==> config.mk <==
export PLATFORM = sky130hd
export DESIGN_NAME = trisc_program_loader_flat
export DESIGN_NICKNAME = d
export VERILOG_FILES = /design/src/rtl/trisc_pkg.sv /design/src/rtl/trisc_program_loader_if.sv /design/src/rtl/trisc_loader_counter.sv /design/src/rtl/trisc_program_loader.sv /design/src/flat_wrapper.sv
export SDC_FILE = /design/constraint.sdc
export NUM_CORES = 1
export LEC_CHECK = 0
export ABC_AREA = 1
export CAP_MARGIN = 20
export CORE_ASPECT_RATIO = 0.75
export CORE_MARGIN = 2
export CORE_UTILIZATION = 55
export DETAILED_ROUTE_END_ITERATION = 10
export DONT_BUFFER_PORTS = 1
export PLACE_DENSITY = 0.67
export SKIP_CTS_REPAIR_TIMING = 1
export SLEW_MARGIN = 20
export SYNTH_ARGS = -nofsm -noshare
export SYNTH_HDL_FRONTEND = slang
export SYNTH_SLANG_ARGS = --single-unit
==> constraint.sdc <==
create_clock -name clock -period 1.6 [get_ports clock]
set_input_delay 0 -clock clock [delete_from_list [all_inputs] [get_ports clock]]
set_output_delay 0 -clock clock [all_outputs]
set_load 0.01 [all_outputs]
==> src/rtl/trisc_pkg.sv <==
// Shared types and sizes for the TRISC program loader.
// Optional checksum stage is built with TRISC_LOADER_CHECKSUM_EN.
package trisc_pkg;

  localparam int TRISC_ADDR_W = 4;
  localparam int TRISC_DATA_W = 8;
  localparam int TRISC_DEPTH  = 16;

  typedef enum logic [2:0] {
    IDLE,
    LOAD,
    WRITE,
    CHECK,
    ERROR,
    DONE
  } loader_state_t;

endpackage

==> src/rtl/trisc_program_loader_if.sv <==
// Byte-stream valid/ready handshake feeding the program loader.
// master = byte source, slave = loader.
interface trisc_program_loader_if #(
  parameter int DATA_W = 8
);

  logic [DATA_W-1:0] inData;
  logic              inValid;
  logic              inReady;

  modport master (
    output inData,
    output inValid,
    input  inReady
  );

  modport slave (
    input  inData,
    input  inValid,
    output inReady
  );

endinterface

==> src/rtl/trisc_loader_counter.sv <==
// RAM address counter: sync clear, increment, terminal flag.
// tc is high when the count sits on the last program word.
module trisc_loader_counter #(
  parameter int W     = 4,
  parameter int DEPTH = 16
) (
  input  logic         clock,
  input  logic         resetN,
  input  logic         clr,
  input  logic         inc,
  output logic [W-1:0] count,
  output logic         tc
);

  localparam logic [W-1:0] LAST = W'(DEPTH - 1);

  // Address register; clear wins over increment.
  always_ff @(posedge clock or negedge resetN) begin
    if (!resetN) begin
      count <= '0;
    end else if (clr) begin
      count <= '0;
    end else if (inc) begin
      count <= count + 1'b1;
    end
  end

  assign tc = (count == LAST);

endmodule

==> src/rtl/trisc_program_loader.sv <==
// Streams DEPTH bytes into the TRISC program RAM, holding the CPU.
// Define TRISC_LOADER_CHECKSUM_EN for a trailing checksum byte.
module trisc_program_loader
  import trisc_pkg::*;
#(
  parameter int ADDR_W = TRISC_ADDR_W,
  parameter int DATA_W = TRISC_DATA_W,
  parameter int DEPTH  = TRISC_DEPTH
) (
  input  logic                   clock,
  input  logic                   resetN,
  input  logic                   start,
  trisc_program_loader_if.slave  in_if,
  output logic [ADDR_W-1:0]      ramAddress,
  output logic [DATA_W-1:0]      ramData,
  output logic                   ramWrite,
  output logic                   cpuHold,
  output logic                   loadDone,
  output logic                   loadErr
);

  loader_state_t     state;
  logic              ready_q;
  logic [ADDR_W-1:0] count;
  logic              tc;
  logic              clr;
  logic              inc;
  logic              xfer;
  logic              restart;

  assign in_if.inReady = ready_q;
  assign xfer = in_if.inValid && ready_q;

`ifdef TRISC_LOADER_CHECKSUM_EN
  logic [DATA_W-1:0] sum;
  logic [DATA_W-1:0] total;
  logic              err_q;

  assign restart = start && (state == IDLE ||
                             state == DONE ||
                             state == ERROR);
  assign total   = sum + in_if.inData;
  assign loadErr = err_q;

  // Running modulo-2^DATA_W sum of the bytes written to RAM.
  always_ff @(posedge clock or negedge resetN) begin
    if (!resetN) begin
      sum <= '0;
    end else if (restart) begin
      sum <= '0;
    end else if (state == LOAD && xfer) begin
      sum <= total;
    end
  end
`else
  assign restart = start && (state == IDLE ||
                             state == DONE);
  assign loadErr = 1'b0;
`endif

  assign clr = restart;
  assign inc = (state == WRITE) && !tc;

  trisc_loader_counter #(
    .W     (ADDR_W),
    .DEPTH (DEPTH)
  ) u_counter (
    .clock  (clock),
    .resetN (resetN),
    .clr    (clr),
    .inc    (inc),
    .count  (count),
    .tc     (tc)
  );

  // Load sequencer with registered handshake and RAM outputs.
  always_ff @(posedge clock or negedge resetN) begin
    if (!resetN) begin
      state      <= IDLE;
      ready_q    <= 1'b0;
      ramWrite   <= 1'b0;
      ramAddress <= '0;
      ramData    <= '0;
      cpuHold    <= 1'b1;
      loadDone   <= 1'b0;
`ifdef TRISC_LOADER_CHECKSUM_EN
      err_q      <= 1'b0;
`endif
    end else begin
      ramWrite <= 1'b0;
      if (restart) begin
        state    <= LOAD;
        ready_q  <= 1'b1;
        cpuHold  <= 1'b1;
        loadDone <= 1'b0;
`ifdef TRISC_LOADER_CHECKSUM_EN
        err_q    <= 1'b0;
`endif
      end else begin
        unique case (state)
          LOAD: begin
            if (xfer) begin
              state      <= WRITE;
              ready_q    <= 1'b0;
              ramWrite   <= 1'b1;
              ramAddress <= count;
              ramData    <= in_if.inData;
            end
          end
          WRITE: begin
            if (tc) begin
`ifdef TRISC_LOADER_CHECKSUM_EN
              state    <= CHECK;
              ready_q  <= 1'b1;
`else
              state    <= DONE;
              loadDone <= 1'b1;
              cpuHold  <= 1'b0;
`endif
            end else begin
              state   <= LOAD;
              ready_q <= 1'b1;
            end
          end
`ifdef TRISC_LOADER_CHECKSUM_EN
          CHECK: begin
            if (xfer) begin
              ready_q <= 1'b0;
              if (total == '0) begin
                state    <= DONE;
                loadDone <= 1'b1;
                cpuHold  <= 1'b0;
              end else begin
                state <= ERROR;
                err_q <= 1'b1;
              end
            end
          end
          ERROR: state <= ERROR;
`endif
          IDLE:    state <= IDLE;
          DONE:    state <= DONE;
          default: state <= IDLE;
        endcase
      end
    end
  end

endmodule
==> src/flat_wrapper.sv <==
// flat-port wrapper written by rule: the top's interface ports become plain ports
module trisc_program_loader_flat import trisc_pkg::*;
#(
  parameter int ADDR_W = TRISC_ADDR_W,
  parameter int DATA_W = TRISC_DATA_W,
  parameter int DEPTH  = TRISC_DEPTH
)
  (clock, resetN, start, ramAddress, ramData, ramWrite, cpuHold, loadDone, loadErr, in_if_inData, in_if_inValid, in_if_inReady);
  trisc_program_loader_if #(.DATA_W(DATA_W)) in_if_i ();
  input  logic clock;
  input  logic resetN;
  input  logic start;
  output logic [ADDR_W-1:0] ramAddress;
  output logic [DATA_W-1:0] ramData;
  output logic ramWrite;
  output logic cpuHold;
  output logic loadDone;
  output logic loadErr;
  input wire logic [$bits(in_if_i.inData)-1:0] in_if_inData;
  input wire logic [$bits(in_if_i.inValid)-1:0] in_if_inValid;
  output wire logic [$bits(in_if_i.inReady)-1:0] in_if_inReady;
  assign in_if_i.inData = in_if_inData;
  assign in_if_i.inValid = in_if_inValid;
  assign in_if_inReady = in_if_i.inReady;
  trisc_program_loader #(.ADDR_W(ADDR_W), .DATA_W(DATA_W), .DEPTH(DEPTH)) u_core (.clock(clock), .resetN(resetN), .start(start), .in_if(in_if_i), .ramAddress(ramAddress), .ramData(ramData), .ramWrite(ramWrite), .cpuHold(cpuHold), .loadDone(loadDone), .loadErr(loadErr));
endmodule
==> flow_summary.ini, run 1 <==
[outcome]
outcome = finished clean

[timing]
setup_violations = 0
holdWs_ps = 37.6
fmax_ghz = 0.707
rsz0062_at_grt = no
drv_slew = 0
post-route-min-period_ps = 1410
period_share_pct = 88.4
skew_ps = 4.99
tns_ps = 0
hold_viol_final = 0

[logic_synthesis]
syn_area_um2 = 1000
seq_area_frac_synth_pct = 57.7
syn_area_per_cell_um2 = 8.85
synth-seq-cells = 23
yosys.area.top_type_share_pct = 55.1
synth_cells = 113
yosysWarnings = 0
ys_types = 22
synth.net_count = 126
synth_area_leaders = dfrtp_1 (55%), nand2_1 (19%), nand3_1 (5.0%)
synth_top_area_cell = dfrtp_1

[route]
drtIter0Drc = 16
first_pass_iters = 4
final_antenna_net_count = 0
drt_drc_violations_left = 0
num_vias = 731
wl_per_cell_um = 12.2
post_drt_via_cell_ratio = 5.01
totalWireLength_um = 1780

[global_route]
grt_pass1_wl_um = 2500
grt_max_degree = 24
antenna_found_initial = 0
gr-total-overflow = 0
grt_usage_pct = 17.1
grt_pass1_vias = 546

[pwr]
irDropWorstVdd_v = 0.00102
power_density_nw_per_um2 = 1460
p_leak_nw = 0.621

[placement]
numPortBuffers = 0
hpwl_um = 1150
gp_congestion = 0.759
dp_cells = 131

[clock_tree]
clock_latency_ps = 300
cts.path.max_buffers = 2
cts_max_level = 1
cts-root-buf = clkbuf_4
cts_tree = done
numClockSinks = 23
cts_buffers = 3
clk_pin_slew_ps = 110

[floorplanning]
die_y_um = 40.9
rows = 13
start_util_pct = 58.0
io_pins = 29
fp.coreArea_um2 = 1720
die_x_um = 53.2
die_area_um2 = 2180

[flow_run]
max_cap_viol_count = 0

[worst_setup_path]
critical_path_class = flip-flop to flip-flop
rrSetupSlack_ps = 190
crit_fanout = 6
cp-end-kind = flip-flop
critPathRequiredTime_ps = 1800
arrival_ps = 1610
start_kind = flip-flop

[final_layout]
filler_cell_count = 152
syn2layout_area_growth_pct = 14.3
nNetsFinal = 138
drive_gt1_share_pct = 8.87
n_antenna_cell = 0
stdcell_count = 146

[worst_hold_path]
min_path_type = primary input to flip-flop
[synth_stat cells]
library cell / count
inv_2: 2
buf_6: 1
nand3_1: 10
nor2_2: 1
nand4_1: 2
o21ai_0: 3
nand3b_1: 1
buf_2: 1
ha_1: 1
conb_1: 1
nand3_4: 1
buf_4: 2
inv_1: 5
nor2_4: 1
dfrtp_1: 22
nand2_1: 50
o21ai_1: 1
xor2_1: 1
nand2_2: 1
dfstp_2: 1
and2_1: 1
nor2_1: 4
[layout make-up]
| class | count | area [um^2] | share of cell area [%] |
|---|---|---|---|
| Multi-Input combinational cell | 79 | 365 | 32.0 |
| Sequential cell | 23 | 577 | 50.5 |
| Inverter | 7 | 26.3 | 2.30 |
| Tap cell | 22 | 27.5 | 2.41 |
| Timing Repair Buffer | 11 | 120 | 10.5 |
| Clock buffer | 4 | 26.3 | 2.30 |
[report_power, final]
part / switching [mW] / total (mW) / internal, mW
logic: 0.282 / 0.447 / 0.165
registers: 0.210 / 0.967 / 0.758
clock network: 0.155 / 0.252 / 0.0971
total: 0.647 / 1.67 / 1.02
[stage by stage]
| stage | area (um^2) | setup WS (ps) | total power, mW | util (%) |
|---|---|---|---|---|
| 2_1_floorplan | 1000 | 361 | 1.33 | - |
| 3_3_place_gp | 996 | 307 | 1.38 | 57.8 |
| 3_5_place_dp | 996 | 209 | 1.40 | 57.8 |
| 4_1_cts | 1020 | 185 | 1.65 | 59.3 |
| 5_1_grt | 1140 | 43.1 | 1.83 | 66.3 |
| 6_report | 1140 | 185 | 1.67 | 66.3 |
[kinds of logic (layout without fill, tap and decap cells)]
logic type / Yosys count / count (layout) / synth area share [%]
xor+xnor: 1 / 1 / 0.876
flops: 23 / 23 / 57.7
simple gates: 72 / 72 / 32.0
fa+ha+maj: 1 / 1 / 1.25
compound gates: 4 / 4 / 2.00
other cells: 1 / 1 / 0.375
buf+inv: 11 / 22 / 5.76
[cell usage in the layout, fill, tap and decap left out, drive strengths merged, types with 2 or more instances in the layout]
| cell type | count |
|---|---|
| nand2 | 51 |
| dfrtp | 22 |
| nand3 | 11 |
| dlygate4sd3 | 10 |
| inv | 7 |
| nor2 | 6 |
| o21ai | 4 |
| clkbuf | 4 |
| nand4 | 2 |
[flip-flops by register name, indices dropped and copies added (netlist names)]
register / count
u_core.ramData: 8
u_core.ramAddress: 4
u_core.state: 3
u_core.u_counter.count: 4
u_core.loadDone: 1
u_core.in_if.inReady: 1
u_core.ramWrite: 1
u_core.cpuHold: 1
[critical path, cell delays in order (launching register included)]
cell and delay, ps:
dfrtp_1 450, ha_1 250, nand3_1 160, inv_1 70
nor2_2 200, nand2_1 70, nand2_1 60, nor2_1 50
[path summary, 6_finish.rpt]
kind | startpoint | endpoint | cells past startpoint
min in group asynchronous | resetN | u_core.state[0] | 2
max | u_core.u_counter.count[0] | u_core.u_counter.count[0] | 7
min | start | u_core.cpuHold | 2
max reg2reg | u_core.u_counter.count[0] | u_core.u_counter.count[0] | 7
min reg2reg | u_core.cpuHold | u_core.cpuHold | 2
max in group asynchronous | resetN | u_core.cpuHold | 2
[metal layers]
metal / GRT usage [%] / vias to the layer above / part of all wire, %
met5: 0 / - / 0
met4: 5.77 / 0 / 0.67
met3: 7.66 / 2 / 7.7
met2: 23.1 / 29 / 43
met1: 24.1 / 326 / 48
li1: - / 374 / -
Note: power is estimated with default switching activity, not from simulation.
==> run 2, diff against run 1 <==
--- a/config.mk
+++ b/config.mk
@@ -5,7 +5,7 @@
 export SDC_FILE = /design/constraint.sdc
 export NUM_CORES = 1
 export LEC_CHECK = 0
-export ABC_AREA = 1
+export ABC_AREA = 0
 export CAP_MARGIN = 20
 export CORE_ASPECT_RATIO = 0.75
 export CORE_MARGIN = 2
==> run 2 against run 1 <==
Compared with the run above: the flow now finishes with violations (hold timing); critical path depth is 4 lower; hold slack worse by 42 ps; first-iteration DRC count fell by 75%; maximum frequency shrank 4.7%; final cell count is 21% lower; synthesized cell count decreased by 29%; sequential share of layout area down 0.87 points; highest routed layer unchanged.
==> flow_summary.ini, run 2 <==
[timing]
hold_viol_final = 1
fmax_ghz = 0.673
setup_violations = 0
drv_slew = 0
period_share_pct = 92.8
skew_ps = 1.11
post-route-min-period_ps = 1490
holdWs_ps = -4.59

[final_layout]
largest_reg_flops = 8
drive_gt1_share_pct = 21.3
final_common_cell = dfrtp_1
reg_top3 = u_core.ramData (8), u_core.ramAddress (4), u_core.u_counter.count (4)
final_util_pct = 67.4
regMostFlops = u_core.ramData
nNetsFinal = 108
fin_area_um2 = 1160
n_antenna_cell = 0
layout_common_cells = dfrtp_1 (22), dlygate4sd3_1 (11), mux2_2 (10)
syn2layout_area_growth_pct = 16.4
stdcell_count = 116

[global_route]
antenna_found_initial = 0
grt_max_degree = 24
grt_pass1_wl_um = 2430
grt-busiest-layer = met2
grt_pass1_vias = 532
grt_usage_pct = 17.1
gr-total-overflow = 0
grt_util_met1_pct = 21.6
met2_usage_pct = 26.2
use_met3_pct = 9.12

[floorplanning]
die_y_um = 40.9
fp.coreArea_um2 = 1720
die_area_um2 = 2180
die_x_um = 53.2
start_util_pct = 57.9
rows = 13
io_pins = 29

[worst_setup_path]
critPathRequiredTime_ps = 1790
arrival_ps = 1680
start_kind = flip-flop
cp_slowest_cell = dfrtp_1
cp-end-kind = flip-flop
cp_top_family = simple AND/OR/NAND/NOR gates
rrSetupSlack_ps = 110
r2r_start = u_core.state[1]
path_cells = and4bb_2 > nand2_2 > mux2_1
worst-path-buf-inv = 0
critical_path_class = flip-flop to flip-flop
max_stage_delay_ps = 450
reg2reg_to = u_core.ramData[5]
worstRegToRegCells = 3
crit_fanout = 14

[route]
drt_drc_violations_left = 0
totalWireLength_um = 1690
final_antenna_net_count = 0
wl_per_cell_um = 14.6
drtIter0Drc = 4
first_pass_iters = 2
num_vias = 639
post_drt_via_cell_ratio = 5.51

[logic_synthesis]
synth_cells = 80
yosys.area.top_type_share_pct = 55.1
synthTopCellsByCount = dfrtp_1 (22), mux2_2 (10), o21ai_0 (6)
synth_edf_count = 0
seq_area_frac_synth_pct = 57.8
synth-async-reset-ratio_pct = 100
syn_area_per_cell_um2 = 12.5
synth.net_count = 93
synth_top_area_cell = dfrtp_1
syn_area_um2 = 998
synth_ff_type = dfrtp_1
yosysWarnings = 0
synth_area_leaders = dfrtp_1 (55%), mux2_2 (11%), o21ai_0 (3.0%)
synth.most_common_cell = dfrtp_1
ys_types = 30
synth-seq-cells = 23

[worst_hold_path]
min_to = u_core.in_if.inReady
hp-start = start
min_path_type = primary input to flip-flop
min_path_cells = 3

[outcome]
failed_checks = hold timing
outcome = finished, violations left

[clock_tree]
cts-root-buf = clkbuf_4
cts_tree = done
cts.path.max_buffers = 2
clk_pin_slew_ps = 110
cts_buffers = 3
clock_latency_ps = 300
cts_max_level = 1
numClockSinks = 23

[placement]
numPortBuffers = 0
placed_area_um2 = 1010
hpwl_um = 1200
gp_congestion = 0.684
dp_cells = 100

[pwr]
p_leak_nw = 0.550
power_density_nw_per_um2 = 1450
total_power_mw = 1.69
irDropWorstVdd_v = 0.000949

[flow_run]
max_cap_viol_count = 0
-- run 2: changes by cell type in the layout (fill, tap and decap cells not counted), sizes merged, moves of 4 or more --
cell / change
mux2: +12
nor2: -4
nand2: -48
nand3: -7
-- run 2: worst reg2reg max path, cell delays in order, from the launching register on --
cell and delay, ps:
dfrtp_1 450, and4bb_2 340, nand2_2 210, mux2_1 380
-- run 2: cell type report --
cell class                      instances  area, um^2
Inverter                                5        18.8
Clock buffer                            4        26.3
Timing Repair Buffer                   14         145
Tap cell                               22        27.5
Sequential cell                        23         577
Multi-Input combinational cell         48         368
Fill cell                             135         562
-- run 2: where the power goes --
group	switching (mW)	internal [mW]	total [mW]	leakage [nW]
registers	0.219	0.770	0.989	0.293
clock network	0.150	0.0971	0.247	0.0150
logic	0.195	0.254	0.450	0.242
total	0.564	1.12	1.69	0.550
-- run 2: worst max path at each step --
stage / start / to / slack [ps] / cells after the start
2_1_floorplan: u_core.state[2] / u_core.ramData[5] / 170 / 5
3_3_place_gp: u_core.state[1] / u_core.ramData[6] / 170 / 3
3_5_place_dp: u_core.state[1] / u_core.ramAddress[0] / 120 / 3
4_1_cts: u_core.state[1] / u_core.ramAddress[0] / 100 / 3
5_1_grt: u_core.state[1] / u_core.ramData[6] / -2 / 3
6_report: u_core.state[1] / u_core.ramData[5] / 110 / 3
-- run 2: per-layer routing --
metal | part of all wire, % | vias to the layer above
li1 | - | 310
met1 | 46 | 306
met2 | 46 | 21
met3 | 7.8 | 2
met4 | 0.30 | 0
met5 | 0 | -
-- run 2: cell families after synthesis --
group / Yosys count / synth area share, %
flip-flops: 23 / 57.8
AND/OR/NAND/NOR: 18 / 10.9
multiplexers: 14 / 15.5
AO/OA/AOI/OAI: 13 / 7.90
buffers and inverters: 9 / 5.39
adder cells (fa/ha/maj): 1 / 1.25
other: 1 / 0.376
XOR/XNOR: 1 / 0.877
-- run 2: through the flow --
stage / worst slack, ps / TNS [ps]
after detailed placement: 119 / 0
after global routing: -1.79 / -1.79
after CTS: 95.3 / 0
after global placement: 167 / 0
after floorplan: 166 / 0
final: 115 / 0
==> run 3, diff against run 2 <==
==> constraint.sdc (replaced) <==
create_clock -name clock -period 1.9 [get_ports clock]
set_input_delay 0 -clock clock [delete_from_list [all_inputs] [get_ports clock]]
set_output_delay 0 -clock clock [all_outputs]
set_load 0.01 [all_outputs]
==> run 3 against run 2 <==
Compared with the run above: non-clock buffer count shrank 2; critical path type unchanged; die area is the same; flip-flop and latch count is the same; setup slack gained 270 ps; the run now ends clean.
==> flow_summary.ini, run 3 (same netlist as run 2, synthesis figures left out) <==
[global_route]
antenna_found_initial = 0
grt_pass1_vias = 487
grt_pass1_wl_um = 2240
gr-total-overflow = 0
grt_max_degree = 24
grt_usage_pct = 15.6

[floorplanning]
start_util_pct = 57.9
fp.coreArea_um2 = 1720
rows = 13
die_area_um2 = 2180
io_pins = 29
die_x_um = 53.2
die_y_um = 40.9

[worst_setup_path]
crit_fanout = 14
r2r_start = u_core.state[2]
crit_path_start = u_core.state[2]
max_stage_delay_ps = 490
cp_slowest_cell = dfrtp_1
critical_path_class = flip-flop to flip-flop
cp_top_family = simple AND/OR/NAND/NOR gates
path_cells = and4bb_2 > nand2_2 > mux2_2
endpoint = u_core.ramData[0]
start_kind = flip-flop
arrival_ps = 1720
reg2reg_to = u_core.ramData[0]
worstRegToRegCells = 3
cp-end-kind = flip-flop
worst-path-buf-inv = 0
cp.depth = 3
critPathRequiredTime_ps = 2100
rrSetupSlack_ps = 380

[pwr]
p_leak_nw = 0.542
power_density_nw_per_um2 = 1220
irDropWorstVdd_v = 0.000951

[timing]
hold_viol_final = 0
layout_setup_ws_ps = 381
setup_violations = 0
drv_slew = 0
skew_ps = 3.69
tns_ps = 0
rsz0062_at_grt = no
period_share_pct = 79.9
post-route-min-period_ps = 1520
fmax_ghz = 0.658

[clock_tree]
clk_pin_slew_ps = 120
cts_buffers = 3
numClockSinks = 23
cts.path.max_buffers = 2
cts_tree = done
cts-root-buf = clkbuf_4
clock_latency_ps = 310
cts_max_level = 1

[final_layout]
final_util_pct = 66.6
n_antenna_cell = 0
layout_common_cells = dfrtp_1 (22), dlygate4sd3_1 (11), mux2_2 (10)
seq_area_um2 = 577
regMostFlops = u_core.ramData
syn2layout_area_growth_pct = 15.0
fin_area_um2 = 1150
multiInputGateArea_um2 = 368
final_common_cell = dfrtp_1
drive_gt1_share_pct = 20.7
nNetsFinal = 106
reg_top3 = u_core.ramData (8), u_core.ramAddress (4), u_core.u_counter.count (4)
largest_reg_flops = 8
filler_cell_count = 138

[placement]
numPortBuffers = 0
placed_area_um2 = 991
hpwl_um = 1050
gp_congestion = 0.673
place_ws_ps = 390

[route]
drtIter0Drc = 11
final_antenna_net_count = 0
post_drt_via_cell_ratio = 5.54
num_vias = 631
drt_drc_violations_left = 0
wl_per_cell_um = 13.9
totalWireLength_um = 1590
first_pass_iters = 3

[worst_hold_path]
hp-start = start
min_path_type = primary input to flip-flop

[outcome]
outcome = finished clean

[flow_run]
max_cap_viol_count = 0
-- run 3: worst min-delay path by stage --
| stage | depth (start not counted) | slack (ps) | endpoint |
|---|---|---|---|
| after global placement | 0 | -300 | u_core.ramWrite |
| final | 3 | 0.05 | u_core.loadDone |
| after floorplan | 0 | -300 | u_core.in_if.inReady |
| after global routing | 3 | 20 | u_core.loadDone |
| after CTS | 0 | -650 | u_core.ramData[3] |
| after detailed placement | 0 | -300 | u_core.ramWrite |
-- run 3: power breakdown --
part | leakage (nW) | switching, mW | internal [mW]
registers | 0.293 | 0.190 | 0.648
logic | 0.232 | 0.144 | 0.200
clock network | 0.0177 | 0.135 | 0.0786
total | 0.542 | 0.469 | 0.927
-- run 3: area by class of cell --
class	instances	area share, %
multi-input cells	48	32.0
clock inverters	1	0.436
flip-flops and latches	23	50.2
well taps	22	2.40
inverters	5	1.63
clock buffers	3	1.96
repair buffers	12	11.3
-- run 3: metal layers --
layer,share of wire [%],vias to the layer above,global-route usage (%)
met3,7.4,4,8.39
met2,44,19,21.0
met1,47,307,21.1
met4,1.1,0,5.77
li1,-,301,-
met5,0,-,0
-- run 3: worst min-delay path: stages --
cell and delay [ps]:
nand2b_1 110, o21ai_0 100, nand2_1 70
-- run 3: through the flow --
stage	instances	hold WS (ps)	power [mW]
2_1_floorplan	80	-296	1.11
3_3_place_gp	98	-295	1.15
3_5_place_dp	98	-295	1.16
4_1_cts	102	-651	1.38
5_1_grt	114	18.3	1.50
6_report	114	0.0512	1.40
